File: config.mk
export PLATFORM = sky130hd
export DESIGN_NAME = turn_sequencer
export DESIGN_NICKNAME = d
export VERILOG_FILES = /design/src/rtl/turn_sequencer.sv
export SDC_FILE = /design/constraint.sdc
export NUM_CORES = 1
export LEC_CHECK = 0
export BUFFER_PORTS_ARGS = -buffer_cell sky130_fd_sc_hd__buf_2
export CORE_MARGIN = 3
export CORE_UTILIZATION = 46
export CTS_CLUSTER_SIZE = 12
export DETAILED_ROUTE_END_ITERATION = 8
export HOLD_SLACK_MARGIN = 0.05
export PLACE_DENSITY = 0.72
export SLEW_MARGIN = 20
export SYNTH_ARGS = -nofsm -noshare
export SYNTH_HDL_FRONTEND = slang
export SYNTH_SLANG_ARGS = --single-unit
File: constraint.sdc
create_clock -name clk -period 1.6 [get_ports clk]
set_input_delay 0.24 -clock clk [delete_from_list [all_inputs] [get_ports clk]]
set_output_delay 0.24 -clock clk [all_outputs]
set_load 0.02 [all_outputs]
File: src/rtl/turn_sequencer.sv
// Turn sequencer for a two-player grid game: edge-detects move submissions, handshakes with the grid, tracks turns.
// Optional per-turn forfeit timer is built only when TURN_TIMEOUT_EN is defined.
module turn_sequencer #(
   parameter int TIMEOUT_CYCLES = 250_000_000
) (
   input  logic       clk,
   input  logic       rst,
   input  logic       start,
   input  logic       check,
   input  logic [3:0] move,
   input  logic       valid,
   input  logic [2:0] outcome,
   output logic [1:0] user,
   output logic [3:0] move_q,
   output logic       wr_en,
   output logic       clear,
   output logic       reject,
   output logic       game_over,
   output logic [1:0] winner,
   output logic [3:0] move_cnt,
   output logic       timeout
);

   typedef enum logic [2:0] {IDLE, CLEAR, TURN, WAIT, EVAL, DONE} state_t;

   state_t     state, state_nxt;
   logic       check_d;
   logic       chk_edge;
   logic       move_ok;
   logic [1:0] user_nxt, winner_nxt;
   logic [3:0] move_q_nxt, move_cnt_nxt;
   logic       wr_en_nxt, reject_nxt;

   assign chk_edge  = check & ~check_d;
   assign move_ok   = (move >= 4'd1) && (move <= 4'd9);
   assign clear     = (state == CLEAR);
   assign game_over = (state == DONE);

`ifdef TURN_TIMEOUT_EN
   localparam int TMR_W = (TIMEOUT_CYCLES > 1) ? $clog2(TIMEOUT_CYCLES) : 1;

   logic [TMR_W-1:0] timer;
   logic             tmo_hit;
   logic             timeout_nxt;

   assign tmo_hit = (timer == TMR_W'(TIMEOUT_CYCLES - 1));

   // Timer sits at zero outside TURN, so every entry into TURN starts a fresh turn clock.
   always_ff @(posedge clk or negedge rst) begin
      if (!rst) begin
         timer   <= '0;
         timeout <= 1'b0;
      end else begin
         timeout <= timeout_nxt;
         if (state != TURN || tmo_hit)
            timer <= '0;
         else
            timer <= timer + 1'b1;
      end
   end
`else
   assign timeout = 1'b0;
`endif

   always_ff @(posedge clk or negedge rst) begin
      if (!rst) begin
         state    <= IDLE;
         check_d  <= 1'b0;
         user     <= 2'b00;
         move_q   <= 4'd0;
         move_cnt <= 4'd0;
         winner   <= 2'b00;
         wr_en    <= 1'b0;
         reject   <= 1'b0;
      end else begin
         state    <= state_nxt;
         check_d  <= check;
         user     <= user_nxt;
         move_q   <= move_q_nxt;
         move_cnt <= move_cnt_nxt;
         winner   <= winner_nxt;
         wr_en    <= wr_en_nxt;
         reject   <= reject_nxt;
      end
   end

   always_comb begin
      state_nxt    = state;
      user_nxt     = user;
      move_q_nxt   = move_q;
      move_cnt_nxt = move_cnt;
      winner_nxt   = winner;
      wr_en_nxt    = 1'b0;
      reject_nxt   = 1'b0;
`ifdef TURN_TIMEOUT_EN
      timeout_nxt  = 1'b0;
`endif
      case (state)
         IDLE: begin
            if (start) state_nxt = CLEAR;
         end
         CLEAR: begin
            move_cnt_nxt = 4'd0;
            winner_nxt   = 2'b00;
            user_nxt     = 2'b01;
            state_nxt    = TURN;
         end
         TURN: begin
            if (start) begin
               state_nxt = CLEAR;
            end else if (chk_edge) begin
               if (move_ok) begin
                  move_q_nxt = move;
                  wr_en_nxt  = 1'b1;
                  state_nxt  = WAIT;
               end else begin
                  reject_nxt = 1'b1;
               end
`ifdef TURN_TIMEOUT_EN
            end else if (tmo_hit) begin
               timeout_nxt = 1'b1;
               user_nxt    = user ^ 2'b11;
`endif
            end
         end
         // First WAIT cycle carries the wr_en pulse; the grid answers on the second.
         WAIT: begin
            if (start) begin
               state_nxt = CLEAR;
            end else if (!wr_en) begin
               if (valid) begin
                  move_cnt_nxt = (move_cnt == 4'd9) ? 4'd9 : move_cnt + 4'd1;
                  state_nxt    = EVAL;
               end else begin
                  reject_nxt = 1'b1;
                  state_nxt  = TURN;
               end
            end
         end
         EVAL: begin
            if (start) begin
               state_nxt = CLEAR;
            end else if (outcome != 3'd0) begin
               winner_nxt = outcome[1:0];
               state_nxt  = DONE;
            end else if (move_cnt == 4'd9) begin
               winner_nxt = 2'b11;
               state_nxt  = DONE;
            end else begin
               user_nxt  = user ^ 2'b11;
               state_nxt = TURN;
            end
         end
         DONE: begin
            if (start) state_nxt = CLEAR;
         end
         default: state_nxt = IDLE;
      endcase
   end

endmodule
# Word-level counts from Yosys, hierarchy flattened
# Cells that the tools add are included.
[totals] elab_cells=78 input_bits=12 output_inout_bits=17 ff_bits=18
[classes] n_eq_ne=17 n_mux=35 bitwise=4 addsub=1 reduce_logical=11 magnitude_cmp=2
[ops] op="3-bit 2-to-1 mux" count=10
[ops] op="4-bit 2-to-1 mux" count=4
[ops] op="4-bit AND reduction" count=4
[ops] op="3-bit one-hot mux with 5 select lines" count=1
[ops] op="2-bit 2-to-1 mux" count=6
[ops] op="2-bit != test (second input constant)" count=6
[ops] op="3-bit != test (second input constant)" count=4
[ops] op="1-bit 2-to-1 mux" count=10
[ops] op="2-bit one-hot mux with 2 select lines" count=2
[ops] op="4-bit one-hot mux with 2 select lines" count=1
[ops] op="3-bit by 2-bit == test with 1-bit output (second input constant)" count=2
[ops] op="3-bit == test (second input constant)" count=2
[ops] op="4-bit by 1-bit adder with 4-bit output (second input constant)" count=1
[ops] op="4-bit == test (second input constant)" count=1
[ops] op="4-bit by 1-bit greater-or-equal comparator with 1-bit output (second input constant)" count=1
[ops] op="4-bit less-or-equal comparator (second input constant)" count=1
[ops] op="2-bit nonzero test" count=2
[ops] op="3-bit by 1-bit == test with 1-bit output (second input constant)" count=1
[ops] op="3-bit zero test" count=1
[ops] op="3-bit AND reduction" count=1
[ops] op="3-bit nonzero test" count=1
[ops] op="2-bit by 1-bit != test with 1-bit output (second input constant)" count=1
[ops] op="1-bit inverter" count=2
[ops] op="2-bit inverter" count=1
[ops] op="other kinds (4)" count=4

# Longest topological paths before layout
[depth] depth_word=6 mapped_depth=6 depth_no_buf=6

# Least setup slack after synthesis
# Ideal clock, no wire load.
[synth_timing] kind="reg2reg" startpoint="register state[1]" endpoint="register move_cnt[0]" setup_ns=0.064 path_buffers=1 required_time_ns=1.536 synth_period_minus_slack_ns=1.558 arrival_ns=1.494 path_slack_ns=0.042 path_stages_with_launch=6 path_cell_list="dfrtp_1 > buf_4 > nor3b_2 > a21oi_2 > a211oi_1 > a21o_1"
[synth_via] elab_chain_len=3 elab_cells_between_ends=8 cone_classes="5 x eq/ne; 1 x mux; 2 x reduce/logical"
[synth_lines] element="start, declared" line="26" text="state_t state, state_nxt;"
[synth_lines] element="start signal, assigned" line="76" text="state <= state_nxt;"
[synth_lines] element="3-bit by 1-bit == test with 1-bit output (*)"
[synth_lines] element="via clear" line="16" text="output logic clear,"
[synth_lines] element="2-bit nonzero test (no line)"
[synth_lines] element="4-bit AND reduction (no line)"
[synth_lines] element="end signal, assigned" line="80" text="move_cnt <= move_cnt_nxt;"
[synth_lines] element="end, declared" line="20" text="output logic [3:0] move_cnt,"
# The timed path passes the listed nets; every way through them passes the cells marked *.
# A chain may end at the register's enable or synchronous reset.

# Worst setup path after layout
[layout_timing] startpoint="register state[2]" endpoint="register move_q[0]"
[layout_via] elab_chain_len=2
[layout_lines] element="3-bit by 2-bit == test with 1-bit output" line="98" text="case (state)"
[layout_lines] element="4-bit AND reduction (no line)"
[layout_lines] element="end signal, assigned" line="79" text="move_q <= move_q_nxt;"
[layout_lines] element="end, declared" line="14" text="output logic [3:0] move_q,"
# No other way between the ends.

==> impl_metrics.env <==
export IMPL_crit_family="simple AND/OR/NAND/NOR gates"
export IMPL_drt_initial_drc_count=22
export IMPL_synth_commonest_cells="dfrtp_1 (18), o21ai_0 (9), nor2_1 (7)"
export IMPL_root_buffer="clkbuf_4"
export IMPL_crit_type="register to register"
export IMPL_synth_area_top_cells="dfrtp_1 (43%), mux2_4 (5.7%), o21ai_0 (4.3%)"
export IMPL_core_area_sq_um=2060
export IMPL_crit_slowest_cell="dfrtp_1"
export IMPL_fmax_mhz=627
export IMPL_end_kind="register"
export IMPL_worst_r2r_startpoint="state[2]$_DFFE_PN0P_"
export IMPL_initial_core_util_pct=50.9
export IMPL_cap_violations=0
export IMPL_irDropWorstVdd_mv=1.02
export IMPL_routedWlPerCell_um=14.4
export IMPL_period_needed_ns=1.60
export IMPL_numCtsBuffers=3
export IMPL_fin_worst_skew_ns=0.0100
export IMPL_die_w_um=53.8
export IMPL_routabilityCongestion=0.825
export IMPL_r2r_end="move_q[0]$_DFFE_PN0P_"
export IMPL_cts_buffer_depth=2
export IMPL_nets=162
export IMPL_gr_usage_all_layers_pct=19.3
export IMPL_gr_total_overflow=0
export IMPL_wl_um=2510
export IMPL_layout_drive_gt1_share_pct=46.3
export IMPL_tightest_slew_ns=0.493
export IMPL_netlist_area_sq_um=1050
export IMPL_dp_final_hpwl_um=1760
export IMPL_rsz0062_at_grt="yes"
export IMPL_fin_crit_sh_pct=99.7
export IMPL_ant_nets=0
export IMPL_yosysMostFrequentCell="dfrtp_1"
export IMPL_setup_tns_ns=0
export IMPL_slew_violations=0
export IMPL_port_buffers=27
export IMPL_cts_tree="done"
export IMPL_finalNonFillerCells=174
export IMPL_syn_num_nets=114
export IMPL_fin_util_pct=69.2
export IMPL_hold_class="input pin to register"
export IMPL_htree_levels=1
export IMPL_dr_pass1_iters=4
export IMPL_hold_start="check"
export IMPL_syn_to_final_growth_pct=35.9
export IMPL_slowest_delay_ns=0.41
export IMPL_netlist_area_leader_share_pct=42.9
export IMPL_p_leak_uw=0.000716
export IMPL_placed_cell_area_sq_um=1270
export IMPL_hold_slack_ns=0.0822
export IMPL_synth_top_area_cell="dfrtp_1"
export IMPL_insertion_delay_ns=0.30
export IMPL_antenna_found_initial=0
export IMPL_dp_cells=162
export IMPL_synth_main_ff_cell="dfrtp_1"
export IMPL_cts_clk_slew_worst_paths_ns=0.10
export IMPL_path_cells="buf_4, nor2b_4, nand4b_1, or3_4, mux2_4"
export IMPL_ys_warn_count=0
export IMPL_critPathLaunchType="register"
export IMPL_cp_required_ns=1.79
export IMPL_synth_edf_count=0
export IMPL_grt_pass1_wl_um=4040
export IMPL_ys_seq_area_share_pct=42.9
export IMPL_die_h_um=53.8
export IMPL_reg2reg_depth=5
export IMPL_ys_seq_elements=18
export IMPL_crit_path_max_fanout=5
export IMPL_ys_types=38
export IMPL_setup_violations_final=0
export IMPL_row_count=16
export IMPL_vias=964
export IMPL_syn_instance_count=100
export IMPL_vias_per_cell=5.54
export IMPL_syn_area_per_cell_sq_um=10.5
export IMPL_grt_pass1_vias=920
export IMPL_cp_num_buf_inv=1
export IMPL_status="finished clean"
export IMPL_p_per_area_nw_per_um2=1430
export IMPL_cp_arrival_ns=1.78
export IMPL_maxSlewHeadroom_pct=66.9
export IMPL_finalInstanceArea_sq_um=1430
export IMPL_ys_async_sr_fraction_pct=100
export IMPL_timing_hold_worst_endpoint="check_d$_DFF_PN0_"
export IMPL_hold_violations=0
export IMPL_min_path_cells=1
export IMPL_n_antenna_cell=0
export IMPL_r2r_setup_slack_ns=0.005
export IMPL_die_area_sq_um=2890
export IMPL_clkSinkCount=18
export IMPL_ios=29
export IMPL_grt_max_degree=19
export IMPL_drcViolationCount=0
how the worst max path moves through the flow:
| stage | start | endpoint | slack, ns | cells after the start |
|---|---|---|---|---|
| after floorplan | state[1]$_DFFE_PN0P_ | move_cnt[0]$_DFFE_PN0P_ | 0.04 | 5 |
| after global placement | state[1]$_DFFE_PN0P_ | state[1]$_DFFE_PN0P_ | 0.08 | 5 |
| after detailed placement | state[2]$_DFFE_PN0P_ | move_q[0]$_DFFE_PN0P_ | 0.05 | 4 |
| after CTS | state[1]$_DFFE_PN0P_ | clear | -0.005 | 4 |
| after global routing | state[1]$_DFFE_PN0P_ | clear | -0.06 | 4 |
| final | state[2]$_DFFE_PN0P_ | move_q[0]$_DFFE_PN0P_ | 0.005 | 5 |
power by group:
| part | internal, uW | switching, uW |
|---|---|---|
| registers | 564 | 60.6 |
| clock network | 139 | 148 |
| logic | 563 | 572 |
worst reg2reg max path, stage by stage (launching register included):
cell	delay [ns]
dfrtp_1	0.41
buf_4	0.15
nor2b_4	0.10
nand4b_1	0.13
or3_4	0.40
mux2_4	0.31
cell usage in the layout (no fill, tap or decap), types with 2 or more instances in the layout:
| master | n |
|---|---|
| buf_2 | 25 |
| dfrtp_1 | 18 |
| buf_4 | 16 |
| o21ai_0 | 9 |
| nor2_1 | 7 |
| buf_6 | 6 |
| nand3b_1 | 5 |
| inv_1 | 4 |
| mux2_4 | 4 |
| nand2_1 | 4 |
| nand3_1 | 4 |
| o31ai_1 | 4 |
| mux2i_1 | 3 |
| a21oi_1 | 3 |
| clkbuf_4 | 3 |
| nor2b_4 | 2 |
| o211ai_1 | 2 |
| ha_1 | 2 |
area by class of cell:
class | instances | area, sq um
flip-flops and latches | 18 | 450
well taps | 27 | 33.8
fillers | 159 | 636
multi-input cells | 72 | 564
clock buffers | 4 | 36.3
inverters | 5 | 18.8
repair buffers | 48 | 323
sequential cells by signal (all words and copies together) (netlist names):
name      flops
check_d       1
move_cnt      4
move_q        4
reject        1
state         3
user          2
winner        2
wr_en         1
through the flow:
stage | worst slack, ns | total power, uW
after floorplan | 0.0419 | 1280
after global routing | -0.0600 | 2190
final | 0.00453 | 2050
after detailed placement | 0.0500 | 1580
after CTS | -0.00525 | 1990
after global placement | 0.0804 | 1560
metal layers:
| metal | global-route usage, % | wire, um | vias up | part of all wire, % |
|---|---|---|---|---|
| li1 | - | - | 456 | - |
| met1 | 25.5 | 1120 | 472 | 45 |
| met2 | 31.3 | 1230 | 32 | 49 |
| met3 | 2.77 | 102 | 4 | 4.1 |
| met4 | 8.09 | 51 | 0 | 2.0 |
| met5 | 0 | 0 | - | 0 |
timing repair:
action / CTS / global route
hold endpoints to repair: 18 / 0
buffers inserted: 3 / 4
gates resized for setup: 11 / 3
endpoints found under the setup margin: 2 / 7
pin swaps: 1 / 1
hold buffers: 1 / 0
gates cloned: 0 / 0
kinds of logic after synthesis:
kind of cell	after synthesis	synth area share, %
buffers and inverters	10	5.84
adder cells (fa/ha/maj)	2	2.38
flip-flops	18	42.9
AO/OA/AOI/OAI	26	17.0
AND/OR/NAND/NOR	35	21.8
multiplexers	8	9.65
other	1	0.357
(Power assumes the default switching activity.)
